## src/rtl/metaball_scheduler.sv

```systemverilog
// Per-frame sequencer for the metaball field: pulses ball movement, then rasters every
// pixel, collects all ball contributions, thresholds the sum and writes one byte per pixel.
module metaball_scheduler #(
  parameter int          N_BALLS = 4,
  parameter int          DISP_W  = 32,
  parameter int          DISP_H  = 64,
  parameter logic [31:0] THRESH  = 32'h0001_0000,
  parameter int          TIMEOUT = 64,
  parameter int          ADDR_W  = $clog2(DISP_W*DISP_H)
) (
  input  logic                   clk,
  input  logic                   rst,
  input  logic                   frame_tick,
  output logic                   mov_en,
  output logic [31:0]            p_x,
  output logic [31:0]            p_y,
  output logic                   px_stb,
  input  logic [N_BALLS-1:0]     ball_vld,
  input  logic [32*N_BALLS-1:0]  ball_out,
  output logic                   fb_we,
  input  logic                   fb_ready,
  output logic [ADDR_W-1:0]      fb_addr,
  output logic [7:0]             fb_data,
  output logic                   busy,
  output logic                   frame_done,
  output logic [1:0]             err
);

  localparam int XW = (DISP_W > 1) ? $clog2(DISP_W) : 1;
  localparam int YW = (DISP_H > 1) ? $clog2(DISP_H) : 1;
  localparam int IW = (N_BALLS > 1) ? $clog2(N_BALLS) : 1;
  localparam int CW = $clog2(TIMEOUT + 1);

  typedef enum logic [2:0] {
    S_IDLE, S_MOVE, S_STROBE, S_WAIT, S_ACCUM, S_WRITE, S_DONE
  } state_t;

  state_t              state_q;
  logic [XW-1:0]       px_q;
  logic [YW-1:0]       py_q;
  logic [ADDR_W-1:0]   addr_q;
  logic [31:0]         sum_q;
  logic [IW-1:0]       idx_q;
  logic [CW-1:0]       cnt_q;
  logic [N_BALLS-1:0]  vld_q;
  logic                pending_q;
  logic                mov_en_q;
  logic                px_stb_q;
  logic                fb_we_q;
  logic                busy_q;
  logic                frame_done_q;
  logic [7:0]          fb_data_q;
  logic [1:0]          err_q;

  logic [31:0] contrib_d;
  logic [32:0] add_d;
  logic [31:0] sum_d;
  logic        last_px_d;

  // Balls that never completed before a timeout are masked out via the vld snapshot.
  always_comb begin
    contrib_d = vld_q[idx_q] ? ball_out[32*idx_q +: 32] : 32'h0;
    add_d     = {1'b0, sum_q} + {1'b0, contrib_d};
    sum_d     = add_d[32] ? 32'hFFFF_FFFF : add_d[31:0];
    last_px_d = (px_q == XW'(DISP_W - 1)) && (py_q == YW'(DISP_H - 1));
  end

  always_ff @(posedge clk) begin
    if (rst) begin
      state_q      <= S_IDLE;
      px_q         <= '0;
      py_q         <= '0;
      addr_q       <= '0;
      sum_q        <= '0;
      idx_q        <= '0;
      cnt_q        <= '0;
      vld_q        <= '0;
      pending_q    <= 1'b0;
      mov_en_q     <= 1'b0;
      px_stb_q     <= 1'b0;
      fb_we_q      <= 1'b0;
      busy_q       <= 1'b0;
      frame_done_q <= 1'b0;
      fb_data_q    <= '0;
      err_q        <= '0;
    end else begin
      mov_en_q     <= 1'b0;
      px_stb_q     <= 1'b0;
      frame_done_q <= 1'b0;

      // Only one request can be queued behind the running frame.
      if (frame_tick && state_q != S_IDLE) begin
        if (!pending_q) pending_q <= 1'b1;
        else            err_q[1]  <= 1'b1;
      end

      case (state_q)
        S_IDLE: begin
          if (frame_tick || pending_q) begin
            pending_q <= 1'b0;
            mov_en_q  <= 1'b1;
            busy_q    <= 1'b1;
            state_q   <= S_MOVE;
          end
        end
        S_MOVE: begin
          px_q     <= '0;
          py_q     <= '0;
          addr_q   <= '0;
          px_stb_q <= 1'b1;
          state_q  <= S_STROBE;
        end
        S_STROBE: begin
          cnt_q   <= '0;
          state_q <= S_WAIT;
        end
        S_WAIT: begin
          // cnt_q == 0 is the first WAIT cycle, where stale vld may still be high.
          if (cnt_q != '0 && &ball_vld) begin
            vld_q   <= ball_vld;
            idx_q   <= '0;
            state_q <= S_ACCUM;
          end else if (cnt_q == CW'(TIMEOUT - 1)) begin
            err_q[0] <= 1'b1;
            vld_q    <= ball_vld;
            idx_q    <= '0;
            state_q  <= S_ACCUM;
          end else begin
            cnt_q <= cnt_q + CW'(1);
          end
        end
        S_ACCUM: begin
          sum_q <= sum_d;
          idx_q <= idx_q + IW'(1);
          if (idx_q == IW'(N_BALLS - 1)) begin
            fb_we_q   <= 1'b1;
            fb_data_q <= (sum_d >= THRESH) ? 8'hFF : sum_d[15:8];
            state_q   <= S_WRITE;
          end
        end
        S_WRITE: begin
          if (fb_ready) begin
            fb_we_q <= 1'b0;
            sum_q   <= '0;
            if (last_px_d) begin
              frame_done_q <= 1'b1;
              state_q      <= S_DONE;
            end else begin
              if (px_q == XW'(DISP_W - 1)) begin
                px_q <= '0;
                py_q <= py_q + YW'(1);
              end else begin
                px_q <= px_q + XW'(1);
              end
              addr_q   <= addr_q + ADDR_W'(1);
              px_stb_q <= 1'b1;
              state_q  <= S_STROBE;
            end
          end
        end
        S_DONE: begin
          px_q    <= '0;
          py_q    <= '0;
          addr_q  <= '0;
          busy_q  <= 1'b0;
          state_q <= S_IDLE;
        end
        default: state_q <= S_IDLE;
      endcase
    end
  end

  assign mov_en     = mov_en_q;
  assign px_stb     = px_stb_q;
  assign p_x        = {{(16 - XW){1'b0}}, px_q, 16'h0000};
  assign p_y        = {{(16 - YW){1'b0}}, py_q, 16'h0000};
  assign fb_we      = fb_we_q;
  assign fb_addr    = addr_q;
  assign fb_data    = fb_data_q;
  assign busy       = busy_q;
  assign frame_done = frame_done_q;
  assign err        = err_q;

endmodule

```

## config.mk

```make
export PLATFORM = sky130hd
export DESIGN_NAME = metaball_scheduler
export DESIGN_NICKNAME = d
export VERILOG_FILES = /design/src/rtl/metaball_scheduler.sv
export SDC_FILE = /design/constraint.sdc
export NUM_CORES = 1
export LEC_CHECK = 0
export ABC_AREA = 1
export BUFFER_PORTS_ARGS = -buffer_cell sky130_fd_sc_hd__buf_2
export CORE_MARGIN = 2
export CORE_UTILIZATION = 54
export CTS_CLUSTER_DIAMETER = 100
export CTS_CLUSTER_SIZE = 40
export DETAILED_ROUTE_END_ITERATION = 16
export PLACE_DENSITY = 0.82
export SETUP_SLACK_MARGIN = 0.15
export SLEW_MARGIN = 20
export SYNTH_ARGS = -nofsm -noshare
export SYNTH_HDL_FRONTEND = slang
export SYNTH_SLANG_ARGS = --single-unit
```

## constraint.sdc

```tcl
create_clock -name clk -period 4.35 [get_ports clk]
set_clock_uncertainty 0.15 [all_clocks]
set_input_delay 0.2175 -clock clk [delete_from_list [all_inputs] [get_ports clk]]
set_output_delay 0.2175 -clock clk [all_outputs]
set_load 0.005 [all_outputs]
```

Word-level counts from Yosys, hierarchy flattened
Index checks and enable logic that the tools add are counted.
- output and inout port bits: 90
- logic and storage cells: 123
- input port bits: 136
- bits in registers: 86
- equality and inequality tests: 18
- reductions and logical operators: 29
- muxes and demuxes: 46
- shift operators: 1
- $lt $le $gt $ge: 2
- bitwise operators: 4
- add/sub/neg operators: 6
- operators with widths (kind ; number):
    $shiftx A128 B8 Y32 ; 1
    $mux W32 ; 3
    $pmux W32 S2 ; 1
    $add A32 B32 Y33 ; 1
    $ge A32 B17 Y1 const B ; 1
    $mux W11 ; 2
    $pmux W11 S2 ; 1
    $mux W3 ; 6
    $mux W6 ; 3
    $pmux W3 S6 ; 1
    $mux W5 ; 3
    $mux W7 ; 2
    $ne A2 B2 Y1 const B ; 7
    $pmux W7 S2 ; 1
    $pmux W6 S2 ; 1
    $reduce_and A2 Y1 ; 6
    $reduce_and A3 Y1 ; 4
    $reduce_and A4 Y1 ; 3
    $reduce_bool A2 Y1 ; 6
    $add A11 B1 Y11 const B ; 1
    $mux W1 ; 11
    $pmux W5 S2 ; 1
    $eq A3 B3 Y1 const B ; 3
    $mux W4 ; 2
    other kinds (25) ; 35

Logic depth before layout (Yosys ltp)
- depth after elaboration: 7
- mapped depth: 26
- gate-level depth less buffers: 24

Worst setup path after synthesis
OpenSTA, ideal clock, no wires.
- path kind: register to register
- from: register idx_q[0]
- to: register fb_data_q[0] (netlist: fb_data[0])
- stages on the path, launching flop included: 24
- path slack: 0.981 ns
- setup time: 0.109 ns
- buffers on the path: 2
- arrival: 3.110 ns
- data required time: 4.091 ns
- cells stage by stage: dfxtp_1 -> clkbuf_1 -> a21oi_1 -> a32oi_1 -> clkbuf_1 -> nand2_1 -> inv_1 -> ha_1 -> fa_1 -> nand2_1 -> a21oi_2 -> nand2_1 -> nand2_2 -> nand2_1 -> nand2_1 -> nand2_1 -> nand3_1 -> nand3_1 -> nor2_1 -> nand2_1 -> nor2_4 -> nand3_1 -> nand2_1 -> inv_1
- longest elaborated chain between the ends: 7
- RTL lines (item ; RTL line ; source):
    start: declaration ; 43 ; logic [IW-1:0] idx_q;
    start signal: assignment ; 134 ; idx_q <= idx_q + IW'(1);
    branches (longest 7 deep; another with $add A32 B32 Y33) ; - ;
    end signal: assignment ; 137 ; fb_data_q <= (sum_d >= THRESH) ? 8'hFF : sum_d[15:8];
    end: declaration ; 52 ; logic [7:0] fb_data_q;
Parallel ways; which one is timed is not known. The select of a mux whose other input is x is not followed.
A chain may end at the register's enable or synchronous reset.

Worst setup path after layout
- from: register idx_q[0]
- to: register fb_data_q[4] (netlist: fb_data[4])
Same word-level chain as after synthesis.

==> impl_results.md <==
- IR drop worst, VDD: between 200 and 250 uV
- Sw Share: 0.405
- Largest net degree at the start of global routing: 57
- Design Power: ~2.7 mW
- First-pass GRT wire length: approximately 39000 um
- Worst EP arrival: ~3900 ps
- Xor-xnor portion of the synthesized cell area: 0.0190
- Clock-pin slew on the worst setup and hold paths: approximately 70 ps
- Synth Area in Compound Gates: 0.145
- Seq/Total Area, Yosys: 0.220
- Top Ports: roughly 230
- Largest cells by area after synthesis: dfxtp_1 (22%), nand2_1 (18%), inv_1 (11%)
- Clock Sinks: 86
- Core area: approximately 0.014 sq mm
- TNS Setup: 0 ps
- Mux cell area share after synthesis: 0
- Delay-heaviest family, CP: simple AND/OR/NAND/NOR gates
- Multi-input logic area: roughly 0.0049 sq mm
- Most numerous cell on the critical path: nand2_1
- Final Slew Violations: 0
- IO Port Bufs: ~170
- Least-Margin Pin Slew: 659 ps
- Total die area: ~0.015 sq mm
- Tot GR Track Use: 0.306
- Leak: between 4 and 5 nW
- Hold Crit Start: ball_vld[2]
- Status: completed
- Final setup viols: 0
- Detailed Place HPWL: approximately 19000 um
- Critical-path cell list: buf_4 > nor2_1 > o32ai_1 > nand2_1 > inv_1 > ha_1 > nand2_1 > nand2_1 > nand2_1 > nand2_1 > nand2_1 > nand2_1 > nand2_1 > nand2_1 > a21oi_4 > buf_4 > nand3_1 > nor2_1 > nand2_1 > nor2_4 > nand3_1 > nand2_1 > inv_1
- Final Cycle Share: 0.881
- Distinct cells, synth: 44
- Commonest register cell after synthesis: dfxtp_1
- Psw: 1.08 mW
- Leading area contributor after synthesis: dfxtp_1
- Worst Hold Class: in -> reg
- Row count: between 40 and 50
- CP max FO: 38
- GP Congestion: between 1 and 1.5
- Initial Utilization: 0.557
- CTS root buf: clkbuf_16
- Adder-cell share of the synthesized area: 0.0649
- Post-CTS setup repair buffer count: 0
- Post-synthesis simple-gate area fraction: 0.366
- Avg Inst Size Synth: about 5.7 sq um
- Critical Path Sink Type: flop
- CP Class: reg -> reg
- TritonCTS buffer count: 9
- DR iter-0 viols: 816
- Core Util, Final: 0.641
- CP Buf/Inv Count: 4
- Largest family of logic cells by synthesized area: simple AND/OR/NAND/NOR gates
- Fmax: 0.261 GHz
- Max-cap violations: 0
- DR vias: roughly 8.9k
- Logic pwr share: 0.367
- Initial antenna violation count: 0
- Ant diodes: 0
- Final min period: 3830 ps
- Flops & latches, synth: 86
- WL per Instance: between 10 and 15 um
- Die Y: 124 um
- Remaining Overflow, GRT: 0
- Synth warn: 0
- Vias per inst: 5.19
- Pint: 1.58 mW
- Share of layout cells above drive strength 1: 0.153
- Synthesized cell area: roughly 0.008 sq mm
- Crit path launch: idx_q[0]
- ANT nets after route: 0
- Pwr Density: 295 mW/mm^2
- Number of global-route vias before repair: approximately 8.1k
- CP max stage delay: around 460 ps
- Area Overhead vs Synth: 15.0%
- Final instance area: around 0.009 sq mm
- Residual DRC count: 0
- Cells after DPL: roughly 1.7k
- Area share of the largest cell type after synthesis: 0.220
- CTS H-Tree Depth: 3
- Post-Place Cell Area: about 0.0087 sq mm
- Reg2reg start: idx_q[0]
- RSZ-0062 raised after global routing: no
- Worst EP required: 4460 ps
- Die width: roughly 120 um
- Slew HR: 0.560
- Clock Latency Late Sink: ~350 ps
- Drt total wl: between 20000 and 25000 um
- Clock power share: 0.289
- Critical path launch point type: flop
- Maximum clock insertion buffer count: 2
- CTS tree: built
- Final Net Count: around 1.7k
- Share of power burned in registers: 0.344
- Slowest stage cell, crit path: o32ai_1
- EDFF count, synth: 0
- FILL cells: 1359
- Register Area: 0.00172 sq mm
- Gate Count Post-Synth: about 1.4k
- Hold Fails Final Rpt: 0
- Post-route insts no fill: roughly 1.7k
- Pre-Repair DR Iteration Count: 5
- FFs w/ async S/R, synth: 0
-- sequential cells by signal, indices dropped and copies added, names as in the netlist, 2 cells and up --
name / count
cnt_q: 7
err: 2
fb_addr: 11
fb_data: 8
idx_q: 2
px_q: 5
py_q: 6
state_q: 3
sum_q: 32
vld_q: 4
-- tightest hold or removal path: cells and delay by family --
family / cells / cell delay (ps)
buf+inv: 2 / 180
compound gates: 1 / 70
-- Yosys cell counts (4+ instances only) --
cell type	instances
nand2_1	380
inv_1	227
nor2_1	185
dfxtp_1	86
a21oi_1	85
nand3_1	65
o21ai_0	60
buf_4	54
ha_1	39
clkbuf_1	38
o32ai_1	32
nor3_1	28
nand4_1	13
xor2_1	11
or2_2	7
nand2_2	6
xnor2_1	6
and2_1	5
inv_2	4
-- through the flow --
stage	hold slack [ps]	worst slack (ps)
after floorplan	195	981
after global placement	294	608
after detailed placement	304	628
after CTS	17.1	579
after global routing	34.8	161
final	21.6	518
-- layer usage --
layer / vias up / share of wire / GRT usage
met3: 54 / 0.070 / 0.0404
met1: 3922 / 0.44 / 0.405
met2: 376 / 0.45 / 0.501
met5: - / 0 / 0
met4: 0 / 0.034 / 0.126
li1: 4505 / - / -
-- placed cells by master (no fill, tap or decap), types with 9 or more instances in the layout --
master     synthesis  final
ha_1              39     39
nor3_1            28     28
o32ai_1           32     32
clkbuf_16          0      9
nor2_1           185    183
dfxtp_1           86     84
xor2_1            11     11
inv_1            227    226
buf_2              0    172
o21ai_0           60     60
a21oi_1           85     85
nand2_1          380    380
buf_4             54     13
conb_1             1     53
nand3_1           65     65
nand4_1           13     13
-- area by class of cell --
class                   instances  share of cell area
multi-input cells            1002               0.541
well taps                     180              0.0250
clock buffers                   9              0.0250
flip-flops and latches         86               0.191
inverters                     232              0.0967
clock inverters                 7             0.00750
repair buffers                190               0.113
-- power groups by stage --
stage	sequential, mW	clock (mW)	combinational, mW
5_1_grt	0.924	0.810	1.09
4_1_cts	0.912	0.778	0.957
2_1_floorplan	0.918	0	0.681
3_3_place_gp	0.926	0	0.944
6_report	0.914	0.767	0.975
3_5_place_dp	0.929	0	0.949
-- timing repair --
item	in CTS	in global routing
resized for setup	0	0
hold endpoints to repair	4	0
hold buffers	4	0
-- cells by family (layout without fill, tap and decap cells) --
| logic type | after synthesis | after routing |
|---|---|---|
| xor gates and xnor gates | 17 | 17 |
| and+or+nand+nor | 700 | 700 |
| buffers and inverters | 328 | 438 |
| DFF | 86 | 86 |
| AOI/OAI and AO/OA | 192 | 192 |
| adders and majority gates | 40 | 40 |
| other | 1 | 53 |
-- final timing paths --
path                            slack [ps]  cells past startpoint          to
worst max-delay path                   520                     23  fb_data[4]
worst min-delay path                    20                      3    vld_q[2]
worst max register to register         520                     23  fb_data[4]
worst min register to register         310                      2       fb_we
Note: power is estimated with default switching activity, not from simulation.
